===== src/rtl/elevator_scan_ctrl.sv =====
// LOOK-scheduled elevator controller: latches floor calls, tracks the car floor, sequences move/door timers.
// Calls show in floor_req one cycle after req_set; availability flags are combinational from registered state.
module elevator_scan_ctrl #(
  parameter int N_FLOORS    = 8,
  parameter int FLOOR_W     = 3,
  parameter int MOVE_CYCLES = 4,
  parameter int DOOR_CYCLES = 6
) (
  input  logic                clk,
  input  logic                rst_n,
  input  logic [N_FLOORS-1:0] req_set,
  output logic [FLOOR_W-1:0]  floor,
  output logic [N_FLOORS-1:0] floor_req,
  output logic                moving_up,
  output logic                moving_down,
  output logic                door_open,
  output logic                up_available,
  output logic                down_available
);

  localparam int MAX_CYC = (MOVE_CYCLES > DOOR_CYCLES) ? MOVE_CYCLES : DOOR_CYCLES;
  localparam int CNT_W   = (MAX_CYC > 1) ? $clog2(MAX_CYC) : 1;
  localparam logic [CNT_W-1:0] MOVE_LAST = CNT_W'(MOVE_CYCLES - 1);
  localparam logic [CNT_W-1:0] DOOR_LAST = CNT_W'(DOOR_CYCLES - 1);

  typedef enum logic [1:0] {S_IDLE, S_MOVE_UP, S_MOVE_DOWN, S_DOOR} state_t;
  typedef enum logic {DIR_UP, DIR_DOWN} dir_t;

  state_t              r_state, w_state_nxt;
  dir_t                r_dir, w_dir_nxt;
  logic [FLOOR_W-1:0]  r_floor, w_floor_nxt;
  logic [N_FLOORS-1:0] r_req, w_req_nxt;
  logic [CNT_W-1:0]    r_mcnt, w_mcnt_nxt;
  logic [CNT_W-1:0]    r_dcnt, w_dcnt_nxt;

  logic [FLOOR_W-1:0]  w_floor_up, w_floor_dn;
  logic [N_FLOORS-1:0] w_oh_cur, w_oh_up, w_oh_dn;
  logic [N_FLOORS-1:0] w_req_in, w_clr_mask;
  logic                w_up_av, w_dn_av, w_above_up, w_below_dn;

  assign w_floor_up = r_floor + FLOOR_W'(1);
  assign w_floor_dn = r_floor - FLOOR_W'(1);
  assign w_oh_cur   = N_FLOORS'(1) << r_floor;
  assign w_oh_up    = N_FLOORS'(1) << w_floor_up;
  assign w_oh_dn    = N_FLOORS'(1) << w_floor_dn;

  // Pending-call scan relative to the current floor and to the floor being arrived at.
  always_comb begin
    w_up_av    = 1'b0;
    w_dn_av    = 1'b0;
    w_above_up = 1'b0;
    w_below_dn = 1'b0;
    for (int i = 0; i < N_FLOORS; i++) begin
      if (r_req[i]) begin
        if (FLOOR_W'(i) > r_floor)    w_up_av    = 1'b1;
        if (FLOOR_W'(i) < r_floor)    w_dn_av    = 1'b1;
        if (FLOOR_W'(i) > w_floor_up) w_above_up = 1'b1;
        if (FLOOR_W'(i) < w_floor_dn) w_below_dn = 1'b1;
      end
    end
  end

  always_comb begin
    w_state_nxt = r_state;
    w_dir_nxt   = r_dir;
    w_floor_nxt = r_floor;
    w_mcnt_nxt  = r_mcnt;
    w_dcnt_nxt  = r_dcnt;
    w_clr_mask  = '0;
    w_req_in    = req_set;
    case (r_state)
      S_IDLE: begin
        if (r_req[r_floor]) begin
          w_state_nxt = S_DOOR;
          w_clr_mask  = w_oh_cur;
          w_dcnt_nxt  = '0;
        end else if (r_dir == DIR_UP && w_up_av) begin
          w_state_nxt = S_MOVE_UP;
          w_mcnt_nxt  = '0;
        end else if (r_dir == DIR_DOWN && w_dn_av) begin
          w_state_nxt = S_MOVE_DOWN;
          w_mcnt_nxt  = '0;
        end else if (w_up_av) begin
          w_state_nxt = S_MOVE_UP;
          w_dir_nxt   = DIR_UP;
          w_mcnt_nxt  = '0;
        end else if (w_dn_av) begin
          w_state_nxt = S_MOVE_DOWN;
          w_dir_nxt   = DIR_DOWN;
          w_mcnt_nxt  = '0;
        end
      end
      S_MOVE_UP: begin
        if (r_mcnt == MOVE_LAST) begin
          w_floor_nxt = w_floor_up;
          w_mcnt_nxt  = '0;
          if (r_req[w_floor_up] || req_set[w_floor_up]) begin
            w_state_nxt = S_DOOR;
            w_clr_mask  = w_oh_up;
            w_dcnt_nxt  = '0;
          end else if (!w_above_up) begin
            w_state_nxt = S_IDLE;
          end
        end else begin
          w_mcnt_nxt = r_mcnt + CNT_W'(1);
        end
      end
      S_MOVE_DOWN: begin
        if (r_mcnt == MOVE_LAST) begin
          w_floor_nxt = w_floor_dn;
          w_mcnt_nxt  = '0;
          if (r_req[w_floor_dn] || req_set[w_floor_dn]) begin
            w_state_nxt = S_DOOR;
            w_clr_mask  = w_oh_dn;
            w_dcnt_nxt  = '0;
          end else if (!w_below_dn) begin
            w_state_nxt = S_IDLE;
          end
        end else begin
          w_mcnt_nxt = r_mcnt + CNT_W'(1);
        end
      end
      S_DOOR: begin
        // A call at the open floor holds the door instead of queuing a new stop.
        w_req_in = req_set & ~w_oh_cur;
        if (req_set[r_floor]) begin
          w_dcnt_nxt = '0;
        end else if (r_dcnt == DOOR_LAST) begin
          w_state_nxt = S_IDLE;
          w_dcnt_nxt  = '0;
        end else begin
          w_dcnt_nxt = r_dcnt + CNT_W'(1);
        end
      end
    endcase
  end

  assign w_req_nxt = (r_req | w_req_in) & ~w_clr_mask;

  always_ff @(posedge clk) begin
    if (!rst_n) begin
      r_state <= S_IDLE;
      r_dir   <= DIR_UP;
      r_floor <= '0;
      r_req   <= '0;
      r_mcnt  <= '0;
      r_dcnt  <= '0;
    end else begin
      r_state <= w_state_nxt;
      r_dir   <= w_dir_nxt;
      r_floor <= w_floor_nxt;
      r_req   <= w_req_nxt;
      r_mcnt  <= w_mcnt_nxt;
      r_dcnt  <= w_dcnt_nxt;
    end
  end

  assign floor          = r_floor;
  assign floor_req      = r_req;
  assign moving_up      = (r_state == S_MOVE_UP);
  assign moving_down    = (r_state == S_MOVE_DOWN);
  assign door_open      = (r_state == S_DOOR);
  assign up_available   = w_up_av;
  assign down_available = w_dn_av;

endmodule


===== config.mk =====
export PLATFORM = sky130hd
export DESIGN_NAME = elevator_scan_ctrl
export DESIGN_NICKNAME = d
export VERILOG_FILES = /design/src/rtl/elevator_scan_ctrl.sv
export SDC_FILE = /design/constraint.sdc
export NUM_CORES = 1
export LEC_CHECK = 0
export BUFFER_PORTS_ARGS = -buffer_cell sky130_fd_sc_hd__buf_2
export CAP_MARGIN = 10
export CELL_PAD_IN_SITES_DETAIL_PLACEMENT = 1
export CELL_PAD_IN_SITES_GLOBAL_PLACEMENT = 1
export CORE_MARGIN = 10
export CORE_UTILIZATION = 30
export DETAILED_ROUTE_END_ITERATION = 10
export PLACE_DENSITY_LB_ADDON = 0.15
export RECOVER_POWER = 100
export SLEW_MARGIN = 20
export SYNTH_ARGS = -nofsm -noshare
export SYNTH_HDL_FRONTEND = slang
export SYNTH_SLANG_ARGS = --single-unit

===== constraint.sdc =====
create_clock -name clk -period 2.4 [get_ports clk]
set_input_delay 0.24 -clock clk [delete_from_list [all_inputs] [get_ports clk]]
set_output_delay 0.24 -clock clk [all_outputs]
set_load 0.03 [all_outputs]

==> results of run 1 <==
-- repair_timing --
action                     CTS  global route
setup endpoints to repair   11            16
resized for setup            2            56
hold buffers                 0             0
buffers inserted             3            13
hold endpoints to repair     0             0
pin swaps                    3            27
-- cells by family (layout without fill, tap and decap cells) --
kind of cell | count (synthesis) | count (layout) | synth area share, %
AO/OA/AOI/OAI | 79 | 79 | 27.6
multiplexers | 7 | 7 | 4.87
flip-flops | 20 | 20 | 20.2
AND/OR/NAND/NOR | 103 | 103 | 29.1
adder cells (fa/ha/maj) | 14 | 14 | 8.85
buffers and inverters | 35 | 97 | 8.09
XOR/XNOR | 2 | 2 | 1.26
-- sequential cells by signal, summed over array words and instances, names as in the netlist --
signal / count
floor_req: 8
r_dcnt: 3
r_state: 2
floor: 3
r_dir: 1
r_mcnt: 3
-- synth_stat cells, types with 3 or more instances --
| cell | n |
|---|---|
| a21oi_1 | 27 |
| nand2_1 | 25 |
| nor2_1 | 24 |
| dfxtp_1 | 20 |
| inv_1 | 18 |
| ha_1 | 14 |
| clkbuf_1 | 10 |
| a22oi_1 | 9 |
| o21ai_0 | 8 |
| nor4_1 | 6 |
| a2111oi_1 | 5 |
| nor2b_1 | 5 |
| nor3b_1 | 5 |
| o22ai_1 | 5 |
| or3_1 | 5 |
| mux2i_1 | 4 |
| nand2b_1 | 4 |
| nand3_1 | 4 |
| nor3_1 | 4 |
| a21o_1 | 3 |
| a311oi_1 | 3 |
| buf_6 | 3 |
| nor3_2 | 3 |
-- report_power, final --
group,total (mW),internal (mW),switching (mW),leakage (nW)
logic,0.750,0.314,0.435,0.914
registers,0.424,0.367,0.0569,0.167
clock network,0.380,0.224,0.156,0.0357
-- metrics by stage --
step / util, % / setup TNS [ns] / area (um^2) / hold slack (ns)
floorplan: - / -0.108 / 2100 / 0.423
global placement: 38.7 / -0.0118 / 2470 / 0.435
detailed placement: 38.7 / -0.0566 / 2470 / 0.448
CTS: 40.3 / -0.00432 / 2570 / 0.279
global route: 46.1 / -0.344 / 2950 / 0.287
finish: 46.1 / 0 / 2950 / 0.271
-- routing by layer --
metal / vias up / track usage (%) / wire, um
met3: 15 / 2.72 / 426
li1: 1091 / - / -
met1: 1146 / 19.3 / 3570
met4: 0 / 4.82 / 165
met2: 52 / 25.3 / 4140
met5: - / 0 / 0
-- final timing paths --
| kind | start | endpoint | slack (ns) | cells past startpoint |
|---|---|---|---|---|
| setup / recovery | floor[0] | r_dcnt[2] | 0.04 | 9 |
| hold / removal | rst_n | r_mcnt[2] | 0.27 | 3 |
| setup reg to reg | floor[0] | r_dcnt[2] | 0.04 | 9 |
| hold reg to reg | r_mcnt[2] | r_mcnt[2] | 0.46 | 2 |
-- final cells by class --
type                    instances  area (um^2)
flip-flops and latches         20          412
fillers                       774         3440
repair buffers                 74          522
well taps                      77         96.3
clock inverters                 1         30.0
clock buffers                   3         41.3
inverters                      19         81.3
multi-input cells             205         1760
-- worst max-delay path, cell delays in order, from the launching register on --
cell	delay (ns)
dfxtp_4	0.42
inv_6	0.05
ha_4	0.33
inv_4	0.08
nor4_4	0.30
or4_4	0.20
a21oi_1	0.06
or2_1	0.27
or3_4	0.41
o22ai_2	0.16
==> metrics, run 1 <==
Slew headroom=48.5%; fin. max-slew vios=0; vias in the first global route=2327; I/O pin count=26; Clock Tree Root=clkbuf_8; CTS Sinks=20; GRT Resource Usage Total=15.2%; global-route wire length before repair=12500 um; Post-synth top flop=dfxtp_1; Critical Path RT=2.62 ns; Post-Syn Area=1980 um^2; diode count=0; Fin. Hold Viols=0; cell taking the most area after synthesis=dfxtp_1; CP Class=flop to flop; post-DP HPWL=6030 um; Tightest Hold Check Type=input port to flop; crit-path max FO=6; Worst setup EP type=flop; arrival time worst endpoint=2.58 ns; period utilization=98.1%; Die ar.=10200 um^2; DR iter-0 viols=75; Place WS=-0.0397 ns; die height=101 um; WL/cell=20.8 um; Syn Area/Cell=7.61 um^2; clock slew at reported path FFs=0.10 ns; Synth top area share=20.2%; CTS tree=done; clock buffer depth=2; ys async rst share=0%; clock skew=0.00156 ns; run status=completed; Core Area=6390 um^2; Final Instance Count excl. Fillers=399; htree depth=1; Chip Width=101 um; total power=1.55 mW; row cnt=29; CP startpoint kind=flop; top area cells in the synthesized netlist=dfxtp_1 (20%), ha_1 (8.8%), a21oi_1 (6.8%), nand2_1 (4.7%), nor2_1 (4.6%); Syn Nets=284; Max Cap Violations=0; register area share after synthesis=20.2%; slew at the pin with the worst max-slew slack=0.772 ns; Yosys cell types=58; DRT Pass-1 Iters=4; commonest non-fill, non-tap cells in the layout=buf_4 (44), a21oi_1 (25), nand2_1 (24), buf_2 (23), nor2_1 (22); port bufs=25; total routed wirelength=8310 um; DR vias/cell=5.77; Final setup viols=0; area grow syn2layout=48.8%; VDD IR max=431 uV; TritonCTS Buffers=3; Peak Freq=425 MHz; leakage power=1.12 nW; synth warn=0; final-stage net count=347; total number of vias=2304; initial antenna violation count=0; Post-synth EDFFs=0; commonest non-fill, non-tap cell in the layout=buf_4; register bit total from synthesis=20; Cells after DPL=379; RSZ-0062 raised after global routing=true; share of cells above drive strength 1=41.9%; Post-Syn Instances=260; power per cell area=527 nW/um^2; min cycle time layout=2.36 ns; ANT nets after route=0; total gr overflow=0; DRC=0; RePlAce Congestion=0.880; final worst slack=0.0447 ns; Clock Latency Late Sink=0.28 ns; initial core utilization=31.0%; largest net degree at the start of global routing=20
No activity file was read; power rests on OpenSTA's default activity.
==> inputs of run 2 (changes only) <==
SETUP_SLACK_MARGIN = 0.4   (was default)
==> metrics, run 2 (synthesis results as in run 1) <==
run status=completed; commonest non-fill, non-tap cell in the layout=buf_4; vias in the first global route=2394; initial core utilization=31.0%; Final setup viols=0; TNS Setup=0 ns; Peak Freq=420 MHz; DR iter-0 viols=109; Worst path max stage delay=0.41 ns; Slew headroom=57.3%; Layout fillers=786; RePlAce Congestion=0.833; max reg flops=8; Worst setup EP type=flop; Max Cap Violations=0; share of cells above drive strength 1=39.8%; Clock Power Share=22.0%; total routed wirelength=8200 um; total gr overflow=0; port bufs=25; DRT Pass-1 Iters=4; diode count=0; Final Instance Count excl. Fillers=399; largest net degree at the start of global routing=22; Critical Path RT=2.60 ns; period utilization=99.1%; die height=101 um; htree depth=1; commonest non-fill, non-tap cells in the layout=buf_4 (46), nand2_1 (25), a21oi_1 (25), nor2_1 (23), dfxtp_1 (17); Clock Latency Late Sink=0.27 ns; WL/cell=20.5 um; Chip Width=101 um; DRC=0; leakage power=1.09 nW; TritonCTS Buffers=3; Die ar.=10200 um^2; final-stage net count=347; min cycle time layout=2.38 ns; clock slew at reported path FFs=0.09 ns; CP startpoint kind=flop; Cells after DPL=383; family with the most delay on the worst path=simple AND/OR/NAND/NOR gates; CTS tree=done; power per cell area=553 nW/um^2; I/O pin count=26; Cell Int Power=0.943 mW; GRT Resource Usage Total=15.6%; CP Class=flop to flop; CP Cell Sequence=buf_4 > buf_6 > mux2_4 > nor3_4 > nor4_4 > and2_4 > a311o_1 > or3_4 > a21oi_2; Fin. Hold Viols=0; row cnt=29; initial antenna violation count=0; ANT nets after route=0; post-DP HPWL=6120 um; VDD IR max=426 uV; Sw Ratio=41.4%; global-route wire length before repair=13000 um; total number of vias=2267; Core Area=6390 um^2; P_sw=0.667 mW; slew at the pin with the worst max-slew slack=0.640 ns; clock skew=0.00331 ns; CTS Sinks=20; clock buffer depth=2; Comb power frac=51.7%; area grow syn2layout=47.0%; fin. max-slew vios=0; arrival time worst endpoint=2.58 ns; Clock Tree Root=clkbuf_8; DR vias/cell=5.68; critical path's slowest cell=or3_4; RSZ-0062 raised after global routing=true; CP Buf/Inv Count=2; crit-path max FO=6; Tightest Hold Check Type=input port to flop; reg2reg setup slack=0.02 ns; Seq pwr share=26.3%
run 2: cell count changes in the layout (fill, tap and decap cells not counted), sizes merged:
cell / delta
buf: -10
clkbuf: +10
run 2: worst register-to-register path: stages (launching register included):
cell and delay [ns]:
dfxtp_4 0.39, buf_4 0.14, buf_6 0.11, mux2_4 0.31, nor3_4 0.21, nor4_4 0.08
and2_4 0.17, a311o_1 0.39, or3_4 0.41, a21oi_2 0.11
run 2: final cells by class:
class                      count  area (um^2)  share of cell area, %
inverter                      19         83.8                   2.88
sequential                    20          412                   14.2
clock buffer                   3         41.3                   1.42
clock inverter                 1         30.0                   1.03
tap                           77         96.3                   3.31
multi-input combinational    205         1750                   60.1
timing repair buffer          74          498                   17.1
run 2: path summary, 6_finish.rpt:
path	start	cells after the start	end
max reg2reg	floor[0]	9	r_mcnt[1]
min reg2reg	r_mcnt[2]	2	r_mcnt[2]
min	rst_n	3	r_mcnt[2]
max	floor[0]	9	r_mcnt[1]
run 2: metrics by stage:
step,instance area [um^2],utilization [%],setup WS (ns),hold slack (ns),power [mW]
2_1_floorplan,2210,-,0.0529,0.423,0.910
3_3_place_gp,2590,40.5,0.0200,0.436,1.11
3_5_place_dp,2590,40.5,-0.0284,0.442,1.12
4_1_cts,2750,43.1,0.0508,0.280,1.53
5_1_grt,2910,45.6,-0.0933,0.300,1.71
6_report,2910,45.6,0.0218,0.282,1.61
run 2: routing by layer:
metal  vias to the layer above  share of wire (%)  track usage (%)
met5                         -                  0                0
met4                         0                1.4             4.72
met3                         8                4.8             2.65
met2                        59                 50             26.4
met1                      1109                 44             19.6
li1                       1091                  -                -
run 2: timing repair:
item / CTS / global route
hold buffers: 0 / 0
buffers inserted: 6 / 6
pin swaps: 12 / 18
endpoints found under the setup margin: 19 / 19
resized for setup: 13 / 26
run 2: power groups by stage:
stage	clock, mW	sequential, mW	combinational (mW)
after detailed placement	0	0.430	0.695
final	0.355	0.423	0.832
after floorplan	0	0.433	0.477
after global placement	0	0.429	0.682
after CTS	0.366	0.422	0.741
after global routing	0.378	0.431	0.905
